$ cat src/rtl/dmem_arbiter_pkg.sv
// Shared definitions for the data-memory arbiter.
//   PORT_CPU / PORT_AUX : requester indices (CPU data side, loader/debug/DMA side)
//   DW_DEFAULT, STRB_W  : default data width and its byte-strobe width
//   strb_width()        : byte-strobe width for a given data width (DW/8)
//   run_cnt_width()     : width of the quantum run counter, clog2(QUANTUM+1)
package dmem_arbiter_pkg;

  localparam logic PORT_CPU = 1'b0;
  localparam logic PORT_AUX = 1'b1;

  localparam int DW_DEFAULT = 32;
  localparam int STRB_W     = DW_DEFAULT / 8;

  function automatic int strb_width(input int dw);
    return dw / 8;
  endfunction

  // The counter must be able to hold QUANTUM itself, where it saturates.
  function automatic int run_cnt_width(input int quantum);
    return $clog2(quantum + 1);
  endfunction

endpackage

$ cat src/rtl/rr_quantum_arb.sv
// Two-way quantum-limited round-robin arbiter.
//   clk, reset  : clock, synchronous active-high reset
//   req[1:0]    : request per port
//   gnt[1:0]    : one-hot combinational grant (zero when nobody requests)
//   last_owner  : debug view of the port that received the most recent grant
//   run_cnt     : debug view of consecutive grants to last_owner (0 after an idle cycle)
// While both ports request, the current owner keeps the port for at most
// QUANTUM consecutive grants, then the other port takes over. A run that was
// broken by an idle cycle (run_cnt == 0) hands contention to the other port.
module rr_quantum_arb
  import dmem_arbiter_pkg::*;
#(
  parameter  int QUANTUM = 4,
  localparam int CW      = run_cnt_width(QUANTUM)
) (
  input  logic          clk,
  input  logic          reset,
  input  logic [1:0]    req,
  output logic [1:0]    gnt,
  output logic          last_owner,
  output logic [CW-1:0] run_cnt
);

  localparam logic [CW-1:0] QMAX = CW'(QUANTUM);

  logic any_req;
  logic keep_owner;
  logic sel;

  always_comb begin
    gnt        = 2'b00;
    any_req    = req[PORT_CPU] | req[PORT_AUX];
    keep_owner = (run_cnt != '0) && (run_cnt < QMAX);
    if (req[PORT_CPU] && req[PORT_AUX]) begin
      sel = keep_owner ? last_owner : ~last_owner;
    end else if (req[PORT_CPU]) begin
      sel = PORT_CPU;
    end else begin
      sel = PORT_AUX;
    end
    if (any_req) begin
      gnt[sel] = 1'b1;
    end
  end

  always_ff @(posedge clk) begin
    if (reset) begin
      last_owner <= PORT_AUX;
      run_cnt    <= '0;
    end else if (!any_req) begin
      // last_owner is kept so the next contention favours the other port.
      run_cnt <= '0;
    end else if (sel == last_owner) begin
      if (run_cnt != QMAX) begin
        run_cnt <= run_cnt + 1'b1;
      end
    end else begin
      last_owner <= sel;
      run_cnt    <= CW'(1);
    end
  end

endmodule

$ cat src/rtl/dmem_arbiter.sv
// Shares one synchronous-read data memory port between two requesters.
//   clk, reset                 : clock, synchronous active-high reset
//   req0/addr0/we0/wdata0      : CPU data-side request (we0 == 0 means read)
//   gnt0, rvalid0              : CPU grant this cycle, CPU read data on rdata
//   req1/addr1/we1/wdata1      : loader/debug/DMA request
//   gnt1, rvalid1              : aux grant, aux read data on rdata
//   rdata                      : shared read data, qualified by rvalid0/rvalid1
//   maddr/mwdata/mwe/mrd       : memory command, muxed from the granted port
//   mrdata                     : memory read data, valid the cycle after mrd
// Handshake: a request is accepted in the cycle where req and gnt are both
// high; until then the requester holds addr/we/wdata stable, and it may drop
// req at any time without consequence. Writes complete in the grant cycle with
// no response; reads return exactly one cycle after the grant, tagged by rvalid.
// While reset is high every output is forced to zero.
module dmem_arbiter
  import dmem_arbiter_pkg::*;
#(
  parameter  int AW      = 32,
  parameter  int DW      = 32,
  parameter  int QUANTUM = 4,
  localparam int SW      = strb_width(DW),
  localparam int CW      = run_cnt_width(QUANTUM)
) (
  input  logic          clk,
  input  logic          reset,
  input  logic          req0,
  input  logic [AW-1:0] addr0,
  input  logic [SW-1:0] we0,
  input  logic [DW-1:0] wdata0,
  output logic          gnt0,
  output logic          rvalid0,
  input  logic          req1,
  input  logic [AW-1:0] addr1,
  input  logic [SW-1:0] we1,
  input  logic [DW-1:0] wdata1,
  output logic          gnt1,
  output logic          rvalid1,
  output logic [DW-1:0] rdata,
  output logic [AW-1:0] maddr,
  output logic [DW-1:0] mwdata,
  output logic [SW-1:0] mwe,
  output logic          mrd,
  input  logic [DW-1:0] mrdata
);

  logic [1:0]    gnt_raw;
  logic          arb_last_owner;
  logic [CW-1:0] arb_run_cnt;

  logic          granted;
  logic          gport;
  logic [AW-1:0] maddr_raw;
  logic [DW-1:0] mwdata_raw;
  logic [SW-1:0] mwe_raw;
  logic          mrd_raw;

  logic          rd_pend;
  logic          rd_tag;

  rr_quantum_arb #(
    .QUANTUM (QUANTUM)
  ) u_arb (
    .clk        (clk),
    .reset      (reset),
    .req        ({req1, req0}),
    .gnt        (gnt_raw),
    .last_owner (arb_last_owner),
    .run_cnt    (arb_run_cnt)
  );

  always_comb begin
    granted    = gnt_raw[PORT_CPU] | gnt_raw[PORT_AUX];
    gport      = gnt_raw[PORT_AUX];
    maddr_raw  = '0;
    mwdata_raw = '0;
    mwe_raw    = '0;
    if (gnt_raw[PORT_AUX]) begin
      maddr_raw  = addr1;
      mwdata_raw = wdata1;
      mwe_raw    = we1;
    end else if (gnt_raw[PORT_CPU]) begin
      maddr_raw  = addr0;
      mwdata_raw = wdata0;
      mwe_raw    = we0;
    end
    // Any nonzero strobe mask is a write.
    mrd_raw = granted && (mwe_raw == '0);
  end

  // Read tag pipeline: remembers which port owns the data arriving next cycle.
  always_ff @(posedge clk) begin
    if (reset) begin
      rd_pend <= 1'b0;
      rd_tag  <= PORT_CPU;
    end else begin
      rd_pend <= mrd_raw;
      rd_tag  <= gport;
    end
  end

  assign gnt0    = gnt_raw[PORT_CPU] & ~reset;
  assign gnt1    = gnt_raw[PORT_AUX] & ~reset;
  assign rvalid0 = rd_pend & (rd_tag == PORT_CPU) & ~reset;
  assign rvalid1 = rd_pend & (rd_tag == PORT_AUX) & ~reset;
  assign rdata   = reset ? '0 : mrdata;
  assign maddr   = reset ? '0 : maddr_raw;
  assign mwdata  = reset ? '0 : mwdata_raw;
  assign mwe     = reset ? '0 : mwe_raw;
  assign mrd     = mrd_raw & ~reset;

  // Arbitration invariants: one-hot grant, bounded run counter, and an
  // unfinished quantum under contention stays with the current owner.
  assert property (@(posedge clk) disable iff (reset)
    !(gnt_raw[0] && gnt_raw[1]) && (arb_run_cnt <= CW'(QUANTUM)));
  assert property (@(posedge clk) disable iff (reset)
    (req0 && req1 && (arb_run_cnt != '0) && (arb_run_cnt < CW'(QUANTUM)))
      |-> gnt_raw[arb_last_owner]);

endmodule

$ cat config.mk
export PLATFORM = sky130hd
export DESIGN_NAME = dmem_arbiter
export DESIGN_NICKNAME = d
export VERILOG_FILES = /design/src/rtl/dmem_arbiter_pkg.sv /design/src/rtl/rr_quantum_arb.sv /design/src/rtl/dmem_arbiter.sv
export SDC_FILE = /design/constraint.sdc
export NUM_CORES = 1
export LEC_CHECK = 0
export ABC_AREA = 1
export BUFFER_PORTS_ARGS = -buffer_cell sky130_fd_sc_hd__buf_2
export CAP_MARGIN = 15
export CORE_AREA = 2 2 107 109
export DETAILED_ROUTE_END_ITERATION = 8
export DIE_AREA = 0 0 109 111
export GPL_TIMING_DRIVEN = 0
export PLACE_DENSITY = 0.61
export RECOVER_POWER = 50
export SYNTH_ARGS = -nofsm -noshare
export SYNTH_HDL_FRONTEND = slang
export SYNTH_SLANG_ARGS = --single-unit
$ cat constraint.sdc
create_clock -name clk -period 1.7 [get_ports clk]
set_input_delay 0.255 -clock clk [delete_from_list [all_inputs] [get_ports clk]]
set_output_delay 0.255 -clock clk [all_outputs]
set_load 0.005 [all_outputs]
After elaboration in Yosys (flattened, before gate mapping)
Cells that the tools add are included.
W data, S select, Z words.
- latch bits: 0
- input port bits: 172
- ROM bits: 0
- register bits after elaboration: 6
- logic and storage cells: 53
- memories kept: 0
- output and inout port bits: 105
- RAM bits: 0
- div/mod/pow operators: 0
- equality and inequality tests: 3
- muxes and demuxes: 18
- add/sub/neg operators: 1
- magnitude comparators: 3
- multiply operators: 0
- bitwise gates (word level): 14
- reduce and logical (&&, ||, !) cells: 9
- shift operators: 0
- operators with widths (operator ; number):
    $mux W32 ; 7
    $mux W4 ; 3
    $and A1 B1 Y1 ; 7
    $mux W1 ; 6
    $not A1 Y1 ; 5
    $logic_and A1 B1 Y1 ; 4
    $logic_not A4 Y1 ; 1
    $add A3 B1 Y3 const B ; 1
    $lt A3 B3 Y1 const B ; 1
    $ne A3 B3 Y1 const B ; 1
    $reduce_bool A3 Y1 ; 1
    $reduce_or A3 Y1 ; 1
    $lt A1 B2 Y1 const B ; 1
    $mux W2 ; 1
    $ne A2 B2 Y1 const B ; 1
    $or A1 B1 Y1 ; 2
    $reduce_and A2 Y1 ; 1
    $reduce_or A2 Y1 ; 1
    $demux W1 S1 ; 1
    $eq A1 B1 Y1 ; 1
    $ge A1 B1 Y1 const B ; 1

Depth between registers and ports, before layout
Gate-level depths: netlist of run 1.
- depth in word-level cells: 14
- gate-level depth with buffers: 13
- depth with buffers taken out: 12

Hierarchy
From an unflattened synthesis of run 1, not the netlist that was laid out.
- cells, all modules: 292
- area total of the unflattened synthesis: 1915.6 µm²
- by module, submodules not included (module ; instances ; area an instance (µm²) ; cells an instance ; seq. area each (µm²)):
    dmem_arbiter ; 1 ; 1656.6 ; 253 ; 40.0
    rr_quantum_arb ; 1 ; 259.0 ; 39 ; 80.1

Worst setup path before layout of run 1
Ideal clock, no wire load.
- path kind: register to output
- from: register u_arb.run_cnt[0]
- to: output maddr[10]
- required time: 1445 ps
- stages on the path, launching flop included: 14
- path buffers: 2
- arrival time: 1453 ps
- setup slack: -8 ps
- cell sequence: dfxtp_1 -> inv_1 -> ha_1 -> nor2_1 -> nand2_1 -> nand3_2 -> nand2_2 -> inv_2 -> nand2_1 -> inv_2 -> buf_6 -> buf_6 -> nand2_1 -> nand2_1
- longest elaborated chain between the ends: 12
- elaborated cells between the ends (all ways): 14
- those cells by class: 3 x order compare; 8 x mux; 3 x reduce/logical
- ends and longest elaborated chain (item ; RTL line ; source):
    from (decl) ; rr_quantum_arb.sv:21 ; output logic [CW-1:0] run_cnt
    from (signal assigned) ; rr_quantum_arb.sv:55 ; run_cnt <= run_cnt + 1'b1;
    $lt A3 B3 Y1 / $reduce_bool A3 Y1 (equally long branches) ; rr_quantum_arb.sv:33 ; keep_owner = (run_cnt != '0) && (run_cnt < QMAX);
    $logic_and A1 B1 Y1 (*) ; rr_quantum_arb.sv:33 ;
    $mux W1 (*) ; rr_quantum_arb.sv:35 ; sel = keep_owner ? last_owner : ~last_owner;
    $mux W1 (*) ; rr_quantum_arb.sv:34 ; if (req[PORT_CPU] && req[PORT_AUX]) begin
    $lt A1 B2 Y1 (implied by the code) / $ge A1 B1 Y1 (equally long branches) ; rr_quantum_arb.sv:42 ; gnt[sel] = 1'b1;
    $logic_and A1 B1 Y1 (implied by the code) ; rr_quantum_arb.sv:42 ;
    $mux W1 (implied by the code) ; rr_quantum_arb.sv:42 ;
    $demux W1 S1 (*) ; -- ;
    $mux W2 (*) ; rr_quantum_arb.sv:41 ; if (any_req) begin
    $mux W32 ; dmem_arbiter.sv:81 ; end else if (gnt_raw[PORT_CPU]) begin
    $mux W32 (*) ; dmem_arbiter.sv:77 ; if (gnt_raw[PORT_AUX]) begin
    $mux W32 (*) ; dmem_arbiter.sv:106 ; assign maddr = reset ? '0 : maddr_raw;
    to (decl) ; dmem_arbiter.sv:39 ; output logic [AW-1:0] maddr,
Every way passes the cells marked *; elsewhere a longest branch is shown, timed or not.

Final worst setup path of run 1
- from: register u_arb.run_cnt[0]
- to: output maddr[5]
The elaborated chain is that of the path after synthesis.

==> results.txt, run 1 <==
family with the most delay on the worst path = buffers and inverters
number of max-slew violations in the final report = 0
die area = 12100 sq um
combinational share of power = 0.661
detail-routed net length per standard cell = 11.58 um
startpoint kind of the worst setup timing path = flop
DRC marker count from the first detailed-route iteration = 80
yosys warns = 0
final setup fails = 71
grt met2 use = 0.2609
Mapped Nets = 516
area of the mapped netlist = 1509 sq um
Vert. Die Dim = 111 um
number of vias per cell after detailed routing = 3.825
global routing usage on met3 = 0.01646
Clock H-tree levels = 1
crit path time final = 2.116 ns
placed cell areas = 3072 sq um
measured slew at the worst slew-check pin = 0.5020 ns
most repeated library cell on the critical path = sky130_fd_sc_hd__nand2_1
post-detail-place hpwl = 6822 um
overall power consumption = 1.607 mW
worst hold margin = 0.3421 ns
post-layout util = 0.3634
row cnt = 39
cell types with the highest counts after synthesis = 212 x sky130_fd_sc_hd__nand2_1, 43 x sky130_fd_sc_hd__nor2_1, 42 x sky130_fd_sc_hd__inv_1, 7 x sky130_fd_sc_hd__buf_6
number of port buffers = 276
clock latency on the worst-skew pair = 0.23 ns
total wire length = 9184 um
pin count of the biggest net entering global routing = 11
path type of the worst setup path = reg -> out
IR Drop Worst-Case VDD = 0.3292 mV
CTS tree = yes
Syn Area/Cell = 4.412 sq um
pre-CTS setup slack = -0.3479 ns
Final Wtd Congestion = 0.8168
Final #Nets = 826
leakage power = 2.696 nW
top post-synthesis cells by area = sky130_fd_sc_hd__nand2_1 53%, sky130_fd_sc_hd__nor2_1 11%, sky130_fd_sc_hd__inv_1 10%
I/O pins = 277
number of antenna violations at the first check in global routing = 0
Placed Cells incl. Taps = 761
largest fanout on the critical path = 6
Clk network pwr share = 0.241
number of enable-type register cells in the synthesized netlist = 0
share of total power consumed by net switching = 0.3508
GR Overflow Total = 0
met1 track utilization from global routing = 0.1475
total via count after detailed routing = 3033
number of non-filler instances in the completed layout = 793
internal portion of total power = 1.043 mW
diode insertion count for antenna repair = 0
status = finished with violations
clock tree buffer depth = 2
worst-path cell chain = inv_4 -> ha_4 -> nor2_1 -> nand2_1 -> nand3_2 -> nand2_4 -> nand2_4 -> inv_6 -> buf_12 -> buf_4 -> buf_8 -> nand2_1 -> nand2_1 -> buf_2
count leader, synth = sky130_fd_sc_hd__nand2_1
setup ws final = -0.4155 ns
number of max-capacitance violations reported = 0
final period utilization = 1.244
number of flip-flops and latches in the synthesized netlist = 6
Critical path buffers and inverters = 6
core footprint = 11080 sq um
clock edge transition at the registers on the reported setup and hold paths = 0.03 ns
fraction of layout cells with a size suffix above 1 = 0.6215
first-pass GRT wire length = 12530 um
number of instances in the synthesized netlist = 342
portion of the post-synthesis area used by sequential elements = 0.07960
root buf cell = sky130_fd_sc_hd__clkbuf_16
CP arrival = 1.86 ns
number of different library cells in the post-synthesis netlist = 19
area fraction of the dominant cell type after synthesis = 0.5274
violated checks = negative setup slack
total track usage = 0.1318
Layout Area Growth over Synthesis = 166.7%
DRC Markers = 0
relative slew slack = 0.6653
top flip-flop cell by instance count after synthesis = sky130_fd_sc_hd__dfxtp_1
most crowded layer after global routing = met2
hold crit path type = in -> reg
required arrival time at the worst endpoint = 1.44 ns
antenna-violating nets left = 0
sequential share of power = 0.099
longest individual stage delay on the worst path = 0.34 ns
via count of the first global-routing pass = 2664
design area = 4025 sq um
number of CTS-inserted buffers = 3
Power Dens Cells = 399.1 nW/um^2
async set-or-reset flop fraction in the synthesized netlist = 0
post-synthesis cell type with the largest combined area = sky130_fd_sc_hd__nand2_1
TNS Setup = -25.06 ns
number of iterations in the first detailed-routing pass = 4
starting density of the core = 0.1362
setup repair after global routing missed its margin = yes
Hold Violations, Final = 0
slowest cell on the critical path = sky130_fd_sc_hd__dfxtp_2
CP Capture Type = primary output
Net Switching = 0.5636 mW
highest clock rate = 472.7 MHz
Clock Sinks = 6
die span in x = 109 um
post-route clock skew = 0.001117 ns
==> worst register-to-register path: stages, from the launching register on <==
cell and delay [ns]:
sky130_fd_sc_hd__dfxtp_2 0.34, sky130_fd_sc_hd__inv_4 0.05, sky130_fd_sc_hd__ha_4 0.16, sky130_fd_sc_hd__o21ai_2 0.12, sky130_fd_sc_hd__nand3_2 0.11, sky130_fd_sc_hd__nand2_4 0.11
sky130_fd_sc_hd__inv_4 0.05, sky130_fd_sc_hd__buf_6 0.12, sky130_fd_sc_hd__buf_4 0.13, sky130_fd_sc_hd__nand2_1 0.05, sky130_fd_sc_hd__nand2_1 0.06, sky130_fd_sc_hd__nand2_1 0.09
sky130_fd_sc_hd__a21oi_1 0.04
==> state kept, by name, indices dropped and copies added, names as in the netlist <==
signal and flops:
rd_pend 1, u_arb.run_cnt 3, rd_tag 1, u_arb.last_owner 1
==> cells in the final DEF (no fill, tap or decap), types with 2 or more instances in the layout <==
cell type                     n
sky130_fd_sc_hd__dfxtp_1      4
sky130_fd_sc_hd__nor2_1      42
sky130_fd_sc_hd__nand2_2     55
sky130_fd_sc_hd__bufbuf_16    3
sky130_fd_sc_hd__buf_6        9
sky130_fd_sc_hd__clkbuf_16    7
sky130_fd_sc_hd__inv_1       38
sky130_fd_sc_hd__buf_16       4
sky130_fd_sc_hd__buf_1        2
sky130_fd_sc_hd__nand2_1    142
sky130_fd_sc_hd__buf_8       11
sky130_fd_sc_hd__nand3_2      2
sky130_fd_sc_hd__a21oi_1      3
sky130_fd_sc_hd__inv_4        2
sky130_fd_sc_hd__clkbuf_1     6
sky130_fd_sc_hd__inv_2        3
sky130_fd_sc_hd__buf_4       12
sky130_fd_sc_hd__buf_2      268
sky130_fd_sc_hd__nand3_1      5
sky130_fd_sc_hd__buf_12       3
sky130_fd_sc_hd__dfxtp_2      2
sky130_fd_sc_hd__nand2_4     16
==> logic make-up after synthesis <==
logic type | synth area share
DFF | 0.07961
adders and majority gates | 0.01658
AOI/OAI and AO/OA | 0.02156
and+or+nand+nor | 0.6650
buffers and inverters | 0.2056
xor gates and xnor gates | 0.01161
==> final cells by class <==
type	count	area (sq um)
buffer	17	220.2
sequential	6	122.6
tap	143	178.9
timing repair buffer	306	1881
fill	1210	7052
inverter	45	186.4
clock buffer	3	75.07
multi-input combinational	273	1361
==> power groups by stage <==
| stage | combinational (mW) | sequential, mW | clock [mW] |
|---|---|---|---|
| after floorplan | 0.322 | 0.157 | 0 |
| after global placement | 0.743 | 0.158 | 0 |
| after detailed placement | 0.744 | 0.158 | 0 |
| after CTS | 0.962 | 0.157 | 0.393 |
| after global routing | 1.17 | 0.160 | 0.401 |
| final | 1.06 | 0.159 | 0.387 |
==> routing by layer <==
metal  wire length [um]  part of all wire
met1               3544              0.39
met2               4809              0.52
met3                749             0.082
met4                 80            0.0087
met5                  0                 0
==> worst paths after layout <==
check,depth (start not counted),to,from,slack [ns]
worst max register to register,12,u_arb.run_cnt[2],u_arb.run_cnt[0],0.15
worst max-delay path,14,maddr[5],u_arb.run_cnt[0],-0.42
worst min register to register,2,u_arb.run_cnt[1],u_arb.run_cnt[1],0.48
worst min-delay path,3,u_arb.last_owner,reset,0.34
==> timing repair <==
| action | in CTS | in global routing |
|---|---|---|
| gates cloned | 8 | 4 |
| gates resized for setup | 67 | 78 |
| setup endpoints to repair | 71 | 99 |
| setup buffers | 13 | 6 |
| hold buffers | 0 | 0 |
| pin swaps | 13 | 21 |
No activity file was read; power rests on OpenSTA's default activity.
==> run 2: changes to the inputs <==
CORE_AREA = 2 2 108 110   (was 2 2 107 109)
CTS_BUF_LIST = sky130_fd_sc_hd__clkbuf_8   (was not set)
DIE_AREA = 0 0 110 112   (was 0 0 109 111)
PLACE_DENSITY = 0.6   (was 0.61)
SETUP_SLACK_MARGIN = 0.02   (was not set)
==> results.txt, run 2 (same netlist as run 1, synthesis figures left out) <==
setup ws final = -0.3822 ns
first-pass GRT wire length = 11820 um
detail-routed net length per standard cell = 11.77 um
violated checks = negative setup slack
Clock H-tree levels = 1
number of antenna violations at the first check in global routing = 0
DRC Markers = 0
flip-flop count of the largest register, all copies and words added = 3
overall power consumption = 1.457 mW
commonest non-fill, non-tap cells in the layout = 256 x sky130_fd_sc_hd__buf_2, 143 x sky130_fd_sc_hd__nand2_1, 42 x sky130_fd_sc_hd__nand2_2
GR Overflow Total = 0
leading cell type in the layout, fill and taps excluded = sky130_fd_sc_hd__buf_2
required arrival time at the worst endpoint = 1.44 ns
CTS tree = yes
measured slew at the worst slew-check pin = 0.5099 ns
Power Dens Cells = 361.2 nW/um^2
number of vias per cell after detailed routing = 3.886
clock edge transition at the registers on the reported setup and hold paths = 0.04 ns
path type of the worst setup path = reg -> out
most repeated library cell on the critical path = sky130_fd_sc_hd__nand2_1
placed cell areas = 3072 sq um
row cnt = 39
clock tree buffer depth = 2
number of max-slew violations in the final report = 0
post-route clock skew = 0.004477 ns
IR Drop Worst-Case VDD = 0.2538 mV
DRC marker count from the first detailed-route iteration = 68
total track usage = 0.1200
number of max-capacitance violations reported = 0
diode insertion count for antenna repair = 0
worst-path cell chain = inv_2 -> ha_4 -> nor2_1 -> nand2_1 -> nand3_2 -> nand2_4 -> inv_4 -> nand2_4 -> inv_8 -> buf_12 -> buf_8 -> nand2_1 -> nand2_1 -> buf_2
CP arrival = 1.83 ns
hold crit path type = in -> reg
final setup fails = 71
setup repair after global routing missed its margin = yes
starting density of the core = 0.1350
clock latency on the worst-skew pair = 0.22 ns
Hold Violations, Final = 0
total area of multi-input combinational cells = 1424 sq um
Layout Area Growth over Synthesis = 167.3%
Final #Nets = 821
final period utilization = 1.225
total wire length = 9275 um
Vert. Die Dim = 112 um
relative slew slack = 0.6601
reg2reg setup slack = 0.13 ns
antenna-violating nets left = 0
die span in x = 110 um
pre-CTS setup slack = -0.3881 ns
Final Wtd Congestion = 0.7724
total via count after detailed routing = 3062
Placed Cells incl. Taps = 761
highest clock rate = 480.3 MHz
die area = 12320 sq um
number of port buffers = 276
via count of the first global-routing pass = 2714
crit path time final = 2.082 ns
slowest cell on the critical path = sky130_fd_sc_hd__dfxtp_2
I/O pins = 277
startpoint kind of the worst setup timing path = flop
CP Capture Type = primary output
design area = 4034 sq um
core footprint = 11170 sq um
number of iterations in the first detailed-routing pass = 4
Clock Sinks = 6
longest individual stage delay on the worst path = 0.33 ns
root buf cell = sky130_fd_sc_hd__clkbuf_8
Critical path buffers and inverters = 6
largest fanout on the critical path = 10
number of non-filler instances in the completed layout = 788
status = finished with violations
leakage power = 2.700 nW
family with the most delay on the worst path = buffers and inverters
number of CTS-inserted buffers = 3
fill count = 1229
register with the most flip-flops = u_arb.run_cnt
fraction of layout cells with a size suffix above 1 = 0.6217
pin count of the biggest net entering global routing = 11
post-detail-place hpwl = 6930 um
Reg area = 122.6 sq um
==> run 2: power breakdown <==
part	internal (mW)	switching [mW]	leakage (nW)
sequential	0.151	0.00645	0.0499
clock	0.152	0.0642	0.0216
combinational	0.587	0.496	2.63
total	0.891	0.566	2.70
==> run 2: layout make-up <==
type	instances	share of cell area
inverter	45	0.04622
sequential	6	0.03040
tap	143	0.04435
buffer	18	0.05862
timing repair buffer	300	0.4572
multi-input combinational	273	0.3530
clock buffer	3	0.01024
==> run 2: final timing paths <==
| check | end | cells after the start | startpoint |
|---|---|---|---|
| setup reg to reg | u_arb.run_cnt[1] | 12 | u_arb.run_cnt[0] |
| setup / recovery | maddr[17] | 14 | u_arb.run_cnt[0] |
| hold reg to reg | u_arb.last_owner | 2 | u_arb.last_owner |
| hold / removal | u_arb.last_owner | 3 | reset |
==> run 2: through the flow <==
step             util  hold slack [ns]  TNS (ns)
4_1_cts        0.3060           0.3406    -24.06
3_5_place_dp   0.2749           0.4809    -20.24
3_3_place_gp   0.2749           0.4842    -18.35
5_1_grt        0.3610           0.3804    -32.68
2_1_floorplan       -           0.4007         0
6_report       0.3610           0.3604    -24.08
==> run 2: tightest hold or removal path: stages <==
cell                       delay, ns
sky130_fd_sc_hd__buf_2          0.11
sky130_fd_sc_hd__inv_1          0.09
sky130_fd_sc_hd__o211ai_1       0.10
==> run 2: repair_timing <==
action                     CTS  global route
pin swaps                    9            18
hold endpoints to repair     0             0
hold buffers                 0             0
cloned                       4             6
setup endpoints to repair   72            99
setup buffers                8             6
gates resized for setup     54           116
==> run 2: metal layers <==
| metal | vias to the layer above | track usage | part of all wire |
|---|---|---|---|
| met2 | 177 | 0.2405 | 0.54 |
| met4 | 0 | 0.02363 | 0.0043 |
| met5 | - | 0 | 0 |
| met3 | 5 | 0.01288 | 0.096 |
| li1 | 1592 | - | - |
| met1 | 1288 | 0.1309 | 0.36 |
==> run 3: changes to the inputs <==
TNS_END_PERCENT = 20   (was not set)
==> results.txt, run 3 (same netlist as run 1, synthesis figures left out) <==
root buf cell = sky130_fd_sc_hd__clkbuf_8
Final #Nets = 819
CP Capture Type = primary output
cells on worst reg2reg path = 13
Clock H-tree levels = 1
total number of cells along the worst setup path = 14
fraction of layout cells with a size suffix above 1 = 0.5801
crit path time final = 2.103 ns
measured slew at the worst slew-check pin = 0.4791 ns
sequential share of power = 0.115
commonest non-fill, non-tap cells in the layout = 263 x sky130_fd_sc_hd__buf_2, 168 x sky130_fd_sc_hd__nand2_1, 39 x sky130_fd_sc_hd__nor2_1, 39 x sky130_fd_sc_hd__nand2_2, 38 x sky130_fd_sc_hd__inv_1
number of vias per cell after detailed routing = 3.901
leakage power = 2.534 nW
number of CTS-inserted buffers = 3
reg2reg setup slack = 0.12 ns
highest clock rate = 475.5 MHz
count of hold buffers inserted by post-cts repair = 0
DRC marker count from the first detailed-route iteration = 47
die span in x = 110 um
register with the most flip-flops = u_arb.run_cnt
worst-path cell chain = inv_2 -> ha_4 -> nor2_2 -> nand2_1 -> nand3_2 -> nand2_4 -> inv_4 -> nand2_4 -> inv_6 -> buf_12 -> clkbuf_16 -> nand2_2 -> nand2_2 -> buf_6
first-pass GRT wire length = 11850 um
longest individual stage delay on the worst path = 0.33 ns
Final Wtd Congestion = 0.7724
Clock Sinks = 6
number of max-slew violations in the final report = 0
post-route clock skew = 0.003925 ns
number of iterations in the first detailed-routing pass = 5
post-detail-place hpwl = 6930 um
largest fanout on the critical path = 6
relative slew slack = 0.6806
post-layout util = 0.3388
path type of the worst setup path = reg -> out
leading cell type in the layout, fill and taps excluded = sky130_fd_sc_hd__buf_2
number of antenna violations at the first check in global routing = 0
internal portion of total power = 0.8547 mW
pin count of the biggest net entering global routing = 11
clock tree buffer depth = 2
share of total power consumed by net switching = 0.3782
hold crit path type = in -> reg
number of port buffers = 276
GR Overflow Total = 0
fill count = 1267
flip-flop count of the largest register, all copies and words added = 3
diode insertion count for antenna repair = 0
clock latency on the worst-skew pair = 0.22 ns
slowest cell on the critical path = sky130_fd_sc_hd__dfxtp_2
final period utilization = 1.237
Hold Violations, Final = 0
die area = 12320 sq um
detail-routed net length per standard cell = 11.39 um
antenna-violating nets left = 0
setup ws final = -0.4030 ns
status = finished with violations
DRC Markers = 0
total wire length = 8953 um
violated checks = negative setup slack
IR Drop Worst-Case VDD = 0.2614 mV
row cnt = 39
Clk network pwr share = 0.158
Net Switching = 0.5198 mW
number of non-filler instances in the completed layout = 786
total track usage = 0.1201
Critical path buffers and inverters = 6
Vert. Die Dim = 112 um
starting density of the core = 0.1350
combinational share of power = 0.727
setup repair after global routing missed its margin = yes
startpoint kind of the worst setup timing path = flop
I/O pins = 277
final setup fails = 71
required arrival time at the worst endpoint = 1.44 ns
Placed Cells incl. Taps = 761
Power Dens Cells = 363.0 nW/um^2
clock edge transition at the registers on the reported setup and hold paths = 0.04 ns
CP arrival = 1.85 ns
hold path depth = 3
core footprint = 11170 sq um
via count of the first global-routing pass = 2731
total via count after detailed routing = 3066
family with the most delay on the worst path = buffers and inverters
number of max-capacitance violations reported = 0
CTS tree = yes
Layout Area Growth over Synthesis = 150.9%
==> run 3: cell count changes in the layout (fill, tap and decap cells not counted), sizes merged <==
cell,before,now
bufbuf,0,1
buf,305,301
clkbuf,16,17
==> run 3: power by group through the flow <==
stage / Combinational, mW / Sequential, mW / Clock (mW)
global placement: 0.747 / 0.157 / 0
CTS: 0.870 / 0.158 / 0.220
detailed placement: 0.748 / 0.158 / 0
global route: 1.11 / 0.158 / 0.225
floorplan: 0.322 / 0.157 / 0
finish: 1.00 / 0.158 / 0.217
==> run 3: what timing repair did <==
| action | in CTS | in global routing |
|---|---|---|
| endpoints found under the setup margin | 72 | 71 |
| buffers inserted | 7 | 4 |
| pin swaps | 9 | 19 |
| resized for setup | 55 | 51 |
| cloned | 4 | 7 |
==> run 3: path summary, 6_finish.rpt <==
kind | from | to
setup reg to reg | u_arb.run_cnt[0] | u_arb.run_cnt[1]
setup / recovery | u_arb.run_cnt[0] | maddr[6]
hold reg to reg | u_arb.last_owner | u_arb.last_owner
hold / removal | reset | u_arb.last_owner
==> run 3: layer usage <==
layer	GRT usage	routed length, um	up-vias	part of all wire
met5	0	0	-	0
met4	0.02363	76	0	0.0085
met1	0.1330	3337	1293	0.37
met2	0.2384	4674	179	0.52
li1	-	-	1587	-
met3	0.01288	865	7	0.097
==> run 3: worst register-to-register path: stages, from the launching register on <==
cell	delay (ns)
sky130_fd_sc_hd__dfxtp_2	0.33
sky130_fd_sc_hd__inv_2	0.05
sky130_fd_sc_hd__ha_4	0.16
sky130_fd_sc_hd__nor2_2	0.10
sky130_fd_sc_hd__nand2_1	0.07
sky130_fd_sc_hd__nand3_2	0.10
sky130_fd_sc_hd__nand2_4	0.08
sky130_fd_sc_hd__inv_4	0.08
sky130_fd_sc_hd__buf_6	0.11
sky130_fd_sc_hd__buf_4	0.10
sky130_fd_sc_hd__nand2_1	0.04
sky130_fd_sc_hd__nand2_1	0.08
sky130_fd_sc_hd__nand2_1	0.08
sky130_fd_sc_hd__a21oi_1	0.12
==> run 3: through the flow <==
step | area [sq um] | setup slack, ns | power, mW | setup TNS [ns] | hold WS, ns
after floorplan | 1511 | 0.02930 | 0.4784 | 0 | 0.4007
after global placement | 3072 | -0.3478 | 0.9043 | -18.35 | 0.4842
after detailed placement | 3072 | -0.3881 | 0.9064 | -20.24 | 0.4809
after CTS | 3408 | -0.3772 | 1.248 | -23.94 | 0.3418
after global routing | 3786 | -0.4823 | 1.489 | -32.62 | 0.3804
final | 3786 | -0.4030 | 1.374 | -24.20 | 0.3639
==> run 3: cell type report <==
type | instances | area, sq um | area share
Multi-Input combinational cell | 273 | 1245 | 0.3288
Sequential cell | 6 | 122.6 | 0.03239
Inverter | 45 | 181.4 | 0.04792
Buffer | 18 | 225.2 | 0.05948
Clock buffer | 3 | 41.29 | 0.01091
Tap cell | 143 | 178.9 | 0.04726
Timing Repair Buffer | 298 | 1792 | 0.4732
